===== src/rtl/fetch_pkg.sv =====
// Shared fetch-path types and sizes, used by the fetch unit, fetch queue and decode.
package fetch_pkg;

  localparam int unsigned XLEN     = 32;
  localparam int unsigned FQ_DEPTH = 4;

  // One fetch queue slot: the fetched address, its instruction word, and whether
  // the instruction word has come back from imem yet.
  typedef struct packed {
    logic [XLEN-1:0] pc;
    logic [XLEN-1:0] inst;
    logic            filled;
  } fetch_entry_t;

endpackage


===== src/rtl/fetch_queue_store.sv =====
// Entry storage for the fetch queue: one alloc port, one fill port, one release
// port, a bulk flush of the filled bits, and one asynchronous read port.
module fetch_queue_store
  import fetch_pkg::*;
#(
  parameter int unsigned DEPTH = FQ_DEPTH
) (
  input  logic                     clock,
  input  logic                     reset,
  input  logic                     alloc_en_i,
  input  logic [$clog2(DEPTH)-1:0] alloc_idx_i,
  input  logic [XLEN-1:0]          alloc_pc_i,
  input  logic                     fill_en_i,
  input  logic [$clog2(DEPTH)-1:0] fill_idx_i,
  input  logic [XLEN-1:0]          fill_inst_i,
  input  logic                     release_en_i,
  input  logic [$clog2(DEPTH)-1:0] release_idx_i,
  input  logic                     flush_i,
  input  logic [$clog2(DEPTH)-1:0] rd_idx_i,
  output fetch_entry_t             rd_entry_c_o
);

  fetch_entry_t mem_q [DEPTH];
  fetch_entry_t mem_d [DEPTH];

  // Next contents: flush/release clear filled, then alloc, then fill on top.
  always_comb begin
    for (int i = 0; i < DEPTH; i++) begin
      mem_d[i] = mem_q[i];
      if (flush_i) begin
        mem_d[i].filled = 1'b0;
      end
    end
    if (release_en_i) begin
      mem_d[release_idx_i].filled = 1'b0;
    end
    if (alloc_en_i) begin
      mem_d[alloc_idx_i].pc     = alloc_pc_i;
      mem_d[alloc_idx_i].inst   = '0;
      mem_d[alloc_idx_i].filled = 1'b0;
    end
    if (fill_en_i) begin
      mem_d[fill_idx_i].inst   = fill_inst_i;
      mem_d[fill_idx_i].filled = 1'b1;
    end
  end

  // Entry array register; reset wipes pc, inst and filled.
  always_ff @(posedge clock or negedge reset) begin
    if (!reset) begin
      for (int i = 0; i < DEPTH; i++) begin
        mem_q[i] <= '0;
      end
    end else begin
      for (int i = 0; i < DEPTH; i++) begin
        mem_q[i] <= mem_d[i];
      end
    end
  end

  assign rd_entry_c_o = mem_q[rd_idx_i];

endmodule


===== src/rtl/fetch_queue.sv =====
// Fetch queue between the fetch unit and decode: issues imem requests under a
// credit limit, collects in-order responses, and hands instructions to decode.
// Responses still owed for requests killed by a flush are counted and dropped.
module fetch_queue
  import fetch_pkg::*;
#(
  parameter int unsigned DEPTH = FQ_DEPTH,
  parameter int unsigned XLEN  = fetch_pkg::XLEN
) (
  input  logic            clock,
  input  logic            reset,
  input  logic [XLEN-1:0] io_pc,
  input  logic            io_flush,
  output logic            io_stall,
  output logic            io_imem_req_valid,
  input  logic            io_imem_req_ready,
  output logic [XLEN-1:0] io_imem_req_addr,
  input  logic            io_imem_resp_valid,
  input  logic [XLEN-1:0] io_imem_resp_data,
  output logic            io_out_valid,
  input  logic            io_out_ready,
  output logic [XLEN-1:0] io_out_pc,
  output logic [XLEN-1:0] io_out_inst
);

  localparam int unsigned AW = $clog2(DEPTH);
  localparam int unsigned CW = AW + 1;
  localparam int unsigned EW = fetch_pkg::XLEN;

  logic [AW-1:0] head_q, head_d;
  logic [AW-1:0] fill_q, fill_d;
  logic [AW-1:0] tail_q, tail_d;
  logic [CW-1:0] alloc_cnt_q, alloc_cnt_d;
  logic [CW-1:0] drop_cnt_q, drop_cnt_d;
  logic          running_q;

  fetch_entry_t  head_entry;
  logic [AW-1:0] fill_dist;
  logic [CW-1:0] filled_cnt;
  logic [CW-1:0] owed_cnt;
  logic          credit_ok;
  logic          req_fire;
  logic          out_fire;
  logic          resp_stale;
  logic          resp_fill;
  logic          resp_taken;

  // Handshakes, response classification and pointer/counter next state.
  always_comb begin
    head_d      = head_q;
    fill_d      = fill_q;
    tail_d      = tail_q;
    alloc_cnt_d = alloc_cnt_q;
    drop_cnt_d  = drop_cnt_q;

    // Filled entries sit between head and fill; equal pointers with a filled
    // head can only mean the whole ring is allocated and filled.
    fill_dist  = fill_q - head_q;
    filled_cnt = {1'b0, fill_dist};
    if (fill_dist == '0 && head_entry.filled) begin
      filled_cnt = CW'(DEPTH);
    end
    owed_cnt = alloc_cnt_q - filled_cnt;

    credit_ok         = ({1'b0, alloc_cnt_q} + {1'b0, drop_cnt_q}) < (CW + 1)'(DEPTH);
    io_imem_req_valid = running_q && !io_flush && credit_ok;
    req_fire          = io_imem_req_valid && io_imem_req_ready;
    io_stall          = !req_fire;

    io_out_valid = head_entry.filled && !io_flush;
    out_fire     = io_out_valid && io_out_ready;

    resp_stale = io_imem_resp_valid && (drop_cnt_q != '0);
    resp_fill  = io_imem_resp_valid && (drop_cnt_q == '0) && (owed_cnt != '0) && !io_flush;
    resp_taken = io_imem_resp_valid && ((drop_cnt_q != '0) || (owed_cnt != '0));

    if (io_flush) begin
      head_d      = tail_q;
      fill_d      = tail_q;
      alloc_cnt_d = '0;
      drop_cnt_d  = drop_cnt_q + owed_cnt - CW'(resp_taken);
    end else begin
      if (resp_stale) begin
        drop_cnt_d = drop_cnt_q - CW'(1);
      end
      if (resp_fill) begin
        fill_d = fill_q + AW'(1);
      end
      if (out_fire) begin
        head_d = head_q + AW'(1);
      end
      if (req_fire) begin
        tail_d = tail_q + AW'(1);
      end
      alloc_cnt_d = alloc_cnt_q + CW'(req_fire) - CW'(out_fire);
    end
  end

  // Pointer and counter registers; running_q holds requests off until the
  // first clock edge after reset is released.
  always_ff @(posedge clock or negedge reset) begin
    if (!reset) begin
      head_q      <= '0;
      fill_q      <= '0;
      tail_q      <= '0;
      alloc_cnt_q <= '0;
      drop_cnt_q  <= '0;
      running_q   <= 1'b0;
    end else begin
      head_q      <= head_d;
      fill_q      <= fill_d;
      tail_q      <= tail_d;
      alloc_cnt_q <= alloc_cnt_d;
      drop_cnt_q  <= drop_cnt_d;
      running_q   <= 1'b1;
    end
  end

  fetch_queue_store #(
    .DEPTH (DEPTH)
  ) u_store (
    .clock         (clock),
    .reset         (reset),
    .alloc_en_i    (req_fire),
    .alloc_idx_i   (tail_q),
    .alloc_pc_i    (EW'(io_pc)),
    .fill_en_i     (resp_fill),
    .fill_idx_i    (fill_q),
    .fill_inst_i   (EW'(io_imem_resp_data)),
    .release_en_i  (out_fire),
    .release_idx_i (head_q),
    .flush_i       (io_flush),
    .rd_idx_i      (head_q),
    .rd_entry_c_o  (head_entry)
  );

  assign io_imem_req_addr = io_pc;
  assign io_out_pc        = XLEN'(head_entry.pc);
  assign io_out_inst      = XLEN'(head_entry.inst);

endmodule


===== config.mk =====
export PLATFORM = sky130hd
export DESIGN_NAME = fetch_queue
export DESIGN_NICKNAME = d
export VERILOG_FILES = /design/src/rtl/fetch_pkg.sv /design/src/rtl/fetch_queue_store.sv /design/src/rtl/fetch_queue.sv
export SDC_FILE = /design/constraint.sdc
export NUM_CORES = 1
export LEC_CHECK = 0
export BUFFER_PORTS_ARGS = -buffer_cell sky130_fd_sc_hd__buf_2
export CORE_ASPECT_RATIO = 2
export CORE_MARGIN = 5
export CORE_UTILIZATION = 59
export DETAILED_ROUTE_END_ITERATION = 16
export PLACE_DENSITY = 0.8
export SETUP_SLACK_MARGIN = 0.1
export SYNTH_ARGS = -nofsm -noshare
export SYNTH_HDL_FRONTEND = slang
export SYNTH_SLANG_ARGS = --single-unit

===== constraint.sdc =====
create_clock -name clock -period 4.7 [get_ports clock]
set_input_delay 0.47 -clock clock [delete_from_list [all_inputs] [get_ports clock]]
set_output_delay 0.47 -clock clock [all_outputs]
set_load 0.01 [all_outputs]

==> impl_metrics.json, run 1 <==
{
  "clk_latency_ns": 0.52,
  "grt_pass1_wl_mm": 49.36,
  "worst_path_most_repeated_cell": "ha_1",
  "path_max_fanout": 4,
  "die_area_um2": 26560,
  "reg2reg_slack_ns": 0.63,
  "synth-seq-cells": 273,
  "fp-row-count": 79,
  "finalSetupTns_ns": 0,
  "grt_max_degree": 109,
  "max-cap-violations": 0,
  "cts_buffer_depth": 3,
  "area_growth_syn_to_layout_pct": 11.13,
  "status": "complete, no violations",
  "synth_flop_cell": "dfrtp_1",
  "wl_per_cell_um": 20.20,
  "arrival_ns": 4.51,
  "die_width_um": 117.8,
  "cts_tree": "done",
  "h-tree-depth": 1,
  "drtPass1Iterations": 5,
  "worst_slew_pin_slew_ns": 1.107,
  "total_power_mw": 10.53,
  "root_buffer": "clkbuf_16",
  "fp.dieH_um": 225.6,
  "slowest_stage": "fa_1",
  "fin_crit_ns": 4.071,
  "yosysTopAreaCellShare_pct": 49.84,
  "worstRegToRegCells": 16,
  "start_kind": "flop",
  "syn_avg_cell_area_um2": 12.73,
  "synth_cell_types": 38,
  "globalplace.congestion": 0.8535,
  "ys_warn_count": 0,
  "crit_path_end_kind": "flop",
  "portBuffers": 168,
  "leakage_nw": 7.136,
  "synth_cells": 1077,
  "ant_nets": 0,
  "crit_path_start": "fill_q[0]$_DFFE_PN0P_",
  "max_freq_mhz": 245.7,
  "vias": 8656,
  "antenna_found_initial": 3,
  "drive_above_1_share_pct": 38.62,
  "yosysMostFrequentCell": "dfrtp_1",
  "cp_slowest_stage_delay_ns": 0.44,
  "synth_area_leader_cell": "dfrtp_1",
  "async_reset_ff_share_pct": 100.0,
  "core_um2": 23130,
  "synth_edf_count": 0,
  "finalNetCount": 1282,
  "path_class": "reg -> reg",
  "setup.worst_path.end": "drop_cnt_q[2]$_DFFE_PN0P_",
  "post_cts_buffers": 0,
  "worst_ep_required_time_ns": 5.13,
  "vdd_drop_max_mv": 0.6187,
  "slew_violations": 0,
  "path_cells": "inv_1 > ha_1 > inv_1 > ha_1 > fa_1 > xnor2_1 > xnor2_1 > o31a_1 > ha_1 > inv_1 > ha_1 > fa_1 > xnor2_1 > xnor3_1 > o22ai_1 > xor2_1",
  "io_pins": 169,
  "finalSetupViolCount": 0,
  "overflow": 0,
  "hold_start": "io_imem_resp_data[2]",
  "crit-reg2reg-capture": "drop_cnt_q[2]$_DFFE_PN0P_",
  "netlist_area_um2": 13710,
  "grt_util_all_layers_pct": 22.80,
  "synth_fp_nets": 1173,
  "clkTransAtPathRegs_ns": 0.07,
  "drt_wl_total_mm": 30.05,
  "ys_seq_area_share_pct": 49.84,
  "dp_hpwl_mm": 18.94,
  "first_iter_violations": 538,
  "clock_sinks": 273,
  "rsz0062_at_grt": "no",
  "r2r_start": "fill_q[0]$_DFFE_PN0P_",
  "synth_common_cells": "dfrtp_1 (273), inv_1 (146), nand2_1 (146), mux2_2 (87), o31ai_2 (68)",
  "drc": 0,
  "n_fill_cell": 1712,
  "hold_viol_final": 0,
  "vias_per_cell": 5.817,
  "clock_skew_ns": 0.01246,
  "fin_crit_sh_pct": 86.61,
  "start_util_pct": 59.26,
  "synth_area_leaders": "dfrtp_1 (50%), mux4_2 (11%), mux2_2 (7.1%), o31ai_2 (6.2%), inv_1 (4.0%)",
  "worstHoldPathType": "in -> reg",
  "grt_pass1_vias": 9417,
  "cts_buffers": 25,
  "slew_headroom_pct": 26.22,
  "powerDensity_nw_per_um2": 691.0
}
-- worst min path at each step --
stage                                  end  cells after the start  slack (ns)
6_report       u_store.mem_q[68]$_DFF_PN0_                      3        0.20
5_1_grt        u_store.mem_q[66]$_DFF_PN0_                      3        0.20
4_1_cts        u_store.mem_q[68]$_DFF_PN0_                      3        0.18
3_5_place_dp                          flop                      1        0.47
3_3_place_gp                          flop                      1        0.46
2_1_floorplan                    async pin                      0        0.17
-- cells in the final DEF, fill, tap and decap left out, drive strengths merged, types with 2 or more instances in the layout --
| cell type | n |
|---|---|
| a2111oi | 4 |
| a21oi | 3 |
| a311oi | 2 |
| a41o | 4 |
| and2 | 2 |
| and3 | 6 |
| buf | 189 |
| bufinv | 2 |
| clkbuf | 26 |
| clkinv | 10 |
| clkinvlp | 5 |
| dfrtp | 273 |
| fa | 3 |
| ha | 23 |
| inv | 148 |
| mux2 | 128 |
| mux2i | 2 |
| mux4 | 65 |
| nand2 | 146 |
| nand2b | 2 |
| nor2 | 5 |
| o21ai | 4 |
| o31ai | 128 |
| xnor2 | 9 |
| xor2 | 4 |
-- report_power, final --
part,internal (mW),leakage (nW),switching [mW]
sequential,3.46,3.43,0.587
clock,1.10,0.389,0.916
combinational,2.37,3.32,2.09
-- worst max-delay path: cells and delay by family (launching register included) --
kind / cells / cell delay, ns
compound gates: 2 / 0.41
xor+xnor: 5 / 1.04
flops: 1 / 0.42
buf+inv: 3 / 0.22
fa+ha+maj: 6 / 1.90
-- metal layers --
metal / part of all wire, % / vias up / global-route usage (%)
met5: 0.090 / - / 0
met4: 2.0 / 4 / 6.519
met3: 4.6 / 47 / 3.366
met2: 54 / 220 / 40.95
met1: 39 / 4486 / 28.76
li1: - / 3899 / -
-- final cells by class --
type / count / area, um^2 / area share, %
antenna: 1 / 2.502 / 0.01643
tap: 283 / 354.1 / 2.325
inverter: 146 / 548.0 / 3.598
sequential: 273 / 6839 / 44.90
timing repair buffer: 190 / 1031 / 6.769
clock inverter: 19 / 178.9 / 1.175
clock buffer: 26 / 629.4 / 4.132
multi-input combinational: 550 / 5649 / 37.09
-- logic make-up (layout without fill, tap and decap cells) --
kind of cell	Yosys count	after routing	synth area share, %
compound gates	149	149	11.36
xor+xnor	14	14	0.9950
fa+ha+maj	26	26	2.538
buf+inv	254	381	9.092
flops	273	273	49.84
mux	195	195	21.34
other cells	1	2	0.02736
simple gates	165	165	4.802
-- stage by stage --
stage | cells | setup WS [ns] | instance area [um^2] | hold WS (ns) | utilization [%]
global placement | 1441 | 0.7762 | 14410 | 0.4622 | 62.31
CTS | 1487 | 0.6016 | 15230 | 0.1810 | 65.84
floorplan | 1077 | 0.7025 | 13710 | 0.1744 | -
finish | 1488 | 0.6293 | 15230 | 0.2046 | 65.86
detailed placement | 1441 | 0.6332 | 14410 | 0.4707 | 62.31
global route | 1488 | 0.4113 | 15230 | 0.1961 | 65.86
-- what timing repair did --
item                       in CTS  in global routing
hold buffers                    1                  0
hold endpoints to repair        1                  0
setup endpoints to repair       0                  0
gates resized for setup         0                  0
Note: power is estimated with default switching activity, not from simulation.
==> inputs of run 2 (changes only) <==
Settings changed: CORE_UTILIZATION 59 to 62, PLACE_DENSITY 0.8 to 0.83.
Clock period 4.7 ns to 5 ns, I/O delays scaled along.
==> impl_metrics.json, run 2 (same netlist as run 1, synthesis figures left out) <==
{
  "vias": 8658,
  "placed_area_um2": 14420,
  "crit-reg2reg-capture": "drop_cnt_q[2]$_DFFE_PN0P_",
  "multiInputGateArea_um2": 5649,
  "hold_viol_final": 8,
  "die_width_um": 115.1,
  "design_area_um2": 15420,
  "layout_common_cells": "dfrtp_1 (271), buf_2 (167), inv_1 (146), nand2_1 (146), mux2_2 (87)",
  "reg2reg_slack_ns": 0.66,
  "fp.dieH_um": 220.3,
  "power.share.switching_pct": 32.94,
  "regArea_um2": 6839,
  "top_usage_layer": "met2",
  "finalSetupViolCount": 0,
  "first_iter_violations": 671,
  "grt_util_all_layers_pct": 24.58,
  "root_buffer": "clkbuf_16",
  "rsz0062_at_grt": "no",
  "worst_ep_required_time_ns": 5.45,
  "grt_max_degree": 118,
  "cts_buffers": 24,
  "cts_buffer_depth": 3,
  "met2_usage_pct": 42.50,
  "area_growth_syn_to_layout_pct": 12.48,
  "slew_violations": 0,
  "die_area_um2": 25360,
  "path_max_fanout": 8,
  "clkTransAtPathRegs_ns": 0.08,
  "path_class": "reg -> reg",
  "antenna_found_initial": 4,
  "powerDensity_nw_per_um2": 672.1,
  "clkPwrFrac_pct": 22.2,
  "cts_tree": "done",
  "io_pins": 169,
  "start_kind": "flop",
  "worstHoldPathType": "in -> async",
  "combPwrFrac_pct": 40.8,
  "total_power_mw": 10.36,
  "leakage_nw": 7.232,
  "clock_skew_ns": 0.01514,
  "vdd_drop_max_mv": 0.4975,
  "grt_pass1_wl_mm": 49.18,
  "drive_above_1_share_pct": 38.63,
  "globalplace.congestion": 0.8220,
  "drc": 0,
  "crit_path_end_kind": "flop",
  "dp_hpwl_mm": 19.07,
  "max_freq_mhz": 230.5,
  "layout_commonest_cell": "dfrtp_1",
  "h-tree-depth": 1,
  "core_um2": 21970,
  "vias_per_cell": 5.850,
  "worst_slew_pin_slew_ns": 0.9551,
  "holdWs_ns": -0.02313,
  "fin_crit_ns": 4.338,
  "timing.final.ws_setup_ns": 0.6615,
  "place_ws_ns": 0.6842,
  "grt_pass1_vias": 9420,
  "fp-row-count": 77,
  "overflow": 0,
  "r2r_start": "head_q[1]$_DFFE_PN0P_",
  "status": "finished, violations left",
  "portBuffers": 168,
  "clock_sinks": 273,
  "wl_per_cell_um": 20.70,
  "switching_power_mw": 3.413,
  "sequentialPowerShare_pct": 37.0,
  "n_fill_cell": 1491,
  "drtPass1Iterations": 4,
  "grtUsageMet3_pct": 3.503,
  "post_cts_buffers": 0,
  "ant_nets": 0,
  "finalNetCount": 1280,
  "met1_usage_pct": 31.08,
  "p_int_mw": 6.949,
  "post_cts_resized": 0,
  "worstRegToRegCells": 16,
  "fin_crit_sh_pct": 86.77,
  "holdBufCountCts": 0,
  "arrival_ns": 4.79,
  "drt_wl_total_mm": 30.63,
  "max-cap-violations": 0,
  "slew_headroom_pct": 36.32,
  "clk_latency_ns": 0.53,
  "violations": "hold timing",
  "crit_path_start": "head_q[1]$_DFFE_PN0P_",
  "finalSetupTns_ns": 0,
  "start_util_pct": 62.40
}
==> run 2: cell types whose count changed in the layout (fill, tap and decap cells not counted), sizes merged <==
cell / before / now
bufinv: 2 / 10
clkbuf: 26 / 28
clkinv: 10 / 4
clkinvlp: 5 / 1
diode: 1 / 3
dlygate4sd3: 1 / 0
inv: 148 / 146
==> run 2: area by class of cell <==
cell class / instances / share of cell area (%)
tap: 276 / 2.240
clock buffer: 28 / 4.326
multi-input combinational: 550 / 36.64
inverter: 146 / 3.555
timing repair buffer: 189 / 6.703
clock inverter: 15 / 2.126
sequential: 273 / 44.36
antenna: 3 / 0.04869
==> run 2: how the worst max path moves through the flow <==
stage	to	slack (ns)	depth (start not counted)
detailed placement	drop_cnt_q[2]$_DFFE_PN0P_	0.68	16
global placement	drop_cnt_q[2]$_DFFE_PN0P_	0.89	16
floorplan	drop_cnt_q[2]$_DFFE_PN0P_	1.00	17
global route	drop_cnt_q[2]$_DFFE_PN0P_	0.44	16
finish	drop_cnt_q[2]$_DFFE_PN0P_	0.66	16
CTS	drop_cnt_q[2]$_DFFE_PN0P_	0.66	16
==> run 2: critical path: stages, from the launching register on <==
cell and delay, ns:
dfrtp_4 0.50, xnor2_1 0.40, and3_1 0.22, buf_4 0.20, nor2_1 0.08, fa_1 0.41, xnor2_1 0.35, xnor2_1 0.12
o31a_1 0.25, ha_1 0.27, inv_1 0.04, ha_1 0.19, fa_1 0.43, xnor2_1 0.20, xnor3_1 0.26, o22ai_1 0.16
xor2_1 0.15
==> run 2: power groups by stage <==
| stage | Combinational (mW) | Sequential, mW | Clock (mW) |
|---|---|---|---|
| after CTS | 4.29 | 3.83 | 2.35 |
| after detailed placement | 4.24 | 3.85 | 0 |
| after global placement | 4.10 | 3.77 | 0 |
| after floorplan | 3.17 | 3.63 | 0 |
| final | 4.22 | 3.84 | 2.30 |
| after global routing | 4.60 | 3.94 | 2.44 |
==> run 2: layer usage <==
metal  wire length [um]  share of wire, %
met1              11860                39
met2              16270                53
met3               1473               4.8
met4               1015               3.3
met5                 13             0.042
==> run 2: through the flow <==
stage                     util (%)  std cells
final                        70.19       1480
after global routing         70.19       1480
after CTS                    70.15       1477
after detailed placement     65.62       1434
after global placement       65.62       1434
after floorplan                  -       1077
==> inputs of run 3 (changes only) <==
Settings changed: CORE_ASPECT_RATIO 2 to not set.
==> impl_metrics.json, run 3 (same netlist as run 1, synthesis figures left out) <==
{
  "reg2reg_slack_ns": 0.65,
  "status": "complete, no violations",
  "grt_pass1_wl_mm": 47.88,
  "fin_crit_sh_pct": 87.03,
  "design_area_um2": 15540,
  "io_pins": 169,
  "holdWs_ns": 0.1002,
  "wl_per_cell_um": 19.67,
  "finalSetupTns_ns": 0,
  "layout_commonest_cell": "dfrtp_1",
  "start_kind": "flop",
  "post_cts_resized": 0,
  "root_buffer": "clkbuf_16",
  "rsz0062_at_grt": "no",
  "overflow": 0,
  "vdd_drop_max_mv": 0.3690,
  "worst_slew_pin_slew_ns": 1.033,
  "portBuffers": 168,
  "leakage_nw": 7.281,
  "path_delay_family": "adder cells",
  "drtPass1Iterations": 5,
  "fp.dieH_um": 158.7,
  "die_area_um2": 25180,
  "die_width_um": 158.7,
  "fin_crit_ns": 4.352,
  "vias_per_cell": 5.824,
  "ant_nets": 0,
  "drc": 0,
  "clkTransAtPathRegs_ns": 0.06,
  "max-cap-violations": 0,
  "fp-row-count": 54,
  "dp_hpwl_mm": 18.14,
  "area_growth_syn_to_layout_pct": 13.35,
  "grt_pass1_vias": 9146,
  "core_um2": 21820,
  "clk_latency_ns": 0.54,
  "globalplace.congestion": 0.7673,
  "drive_above_1_share_pct": 39.06,
  "path_class": "reg -> reg",
  "cp_slowest_stage_delay_ns": 0.57,
  "slowest_stage": "dfrtp_4",
  "worstHoldPathType": "in -> async",
  "placed_area_um2": 14410,
  "place_ws_ns": 0.6890,
  "grt_util_all_layers_pct": 23.68,
  "final_cells": 1493,
  "cts_tree": "done",
  "finalSetupViolCount": 0,
  "worst_path_most_repeated_cell": "xnor2_1",
  "path_cells": "mux4_2 > and3_1 > buf_4 > nor2_1 > fa_1 > xnor2_1 > xnor2_1 > o31a_1 > ha_1 > inv_1 > ha_1 > fa_1 > xnor2_1 > xnor3_1 > o22ai_1 > xor2_1",
  "start_util_pct": 62.81,
  "hold_viol_final": 0,
  "slew_violations": 0,
  "total_power_mw": 10.46,
  "dp.cells": 1438,
  "clock_sinks": 273,
  "grt_max_degree": 135,
  "vias": 8695,
  "path_buf_inv": 2,
  "post_cts_buffers": 0,
  "antenna_found_initial": 2,
  "post-route-util_pct": 71.19,
  "first_iter_violations": 731,
  "holdBufCountCts": 0,
  "powerDensity_nw_per_um2": 673.0,
  "crit_path_end_kind": "flop",
  "slew_headroom_pct": 31.14,
  "cts_buffer_depth": 3,
  "max_freq_mhz": 229.8,
  "timing.final.ws_setup_ns": 0.6484,
  "finalNetCount": 1285,
  "layout_common_cells": "dfrtp_1 (271), buf_2 (167), inv_1 (146), nand2_1 (146), mux2_2 (87)",
  "clock_skew_ns": 0.01240,
  "path_max_fanout": 12,
  "drt_wl_total_mm": 29.37,
  "worst_ep_required_time_ns": 5.45,
  "cts_buffers": 29,
  "h-tree-depth": 1,
  "arrival_ns": 4.80
}
==> run 3: changes by cell type in the layout (fill, tap and decap cells not counted), sizes merged <==
cell | previous run | this run
clkbuf | 28 | 37
clkinvlp | 1 | 4
bufinv | 10 | 8
clkinv | 4 | 3
diode | 3 | 2
inv | 146 | 147
==> run 3: worst paths after layout <==
path / cells after the start / end / from
hold reg to reg: 1 / flop / flop
setup reg to reg: 16 / drop_cnt_q[2]$_DFFE_PN0P_ / head_q[0]$_DFFE_PN0P_
hold / removal: 1 / async pin / reset
min in group clock: 3 / u_store.mem_q[11]$_DFF_PN0_ / io_imem_resp_data[10]
setup / recovery: 16 / drop_cnt_q[2]$_DFFE_PN0P_ / head_q[0]$_DFFE_PN0P_
max in group asynchronous: 2 / head_q[1]$_DFFE_PN0P_ / reset
==> run 3: layout make-up <==
| type | instances | area (um^2) |
|---|---|---|
| Antenna cell | 2 | 5.005 |
| Clock buffer | 37 | 825.8 |
| Clock inverter | 16 | 297.8 |
| Fill cell | 1467 | 6287 |
| Inverter | 146 | 548.0 |
| Multi-Input combinational cell | 550 | 5649 |
| Sequential cell | 273 | 6839 |
| Tap cell | 280 | 350.3 |
| Timing Repair Buffer | 189 | 1021 |
==> run 3: worst register-to-register path: stages, from the launching register on <==
cell     delay, ns
dfrtp_4       0.57
mux4_2        0.43
and3_1        0.17
buf_4         0.20
nor2_1        0.08
fa_1          0.41
xnor2_1       0.34
xnor2_1       0.11
o31a_1        0.26
ha_1          0.29
inv_1         0.04
ha_1          0.19
fa_1          0.44
xnor2_1       0.20
xnor3_1       0.24
o22ai_1       0.16
xor2_1        0.16
==> run 3: where the power goes <==
part	internal (mW)	switching, mW	total, mW	leakage [nW]
combinational	2.22	1.94	4.16	3.31
sequential	3.26	0.581	3.84	3.43
clock	1.58	0.881	2.46	0.539
total	7.06	3.40	10.5	7.28
==> run 3: layer usage <==
metal  GRT usage, %  wire (um)  up-vias
met3          3.479       1763       35
li1               -          -     3918
met2          40.11      14760      246
met4          5.240        475        0
met1          32.95      12370     4496
met5              0          0        -
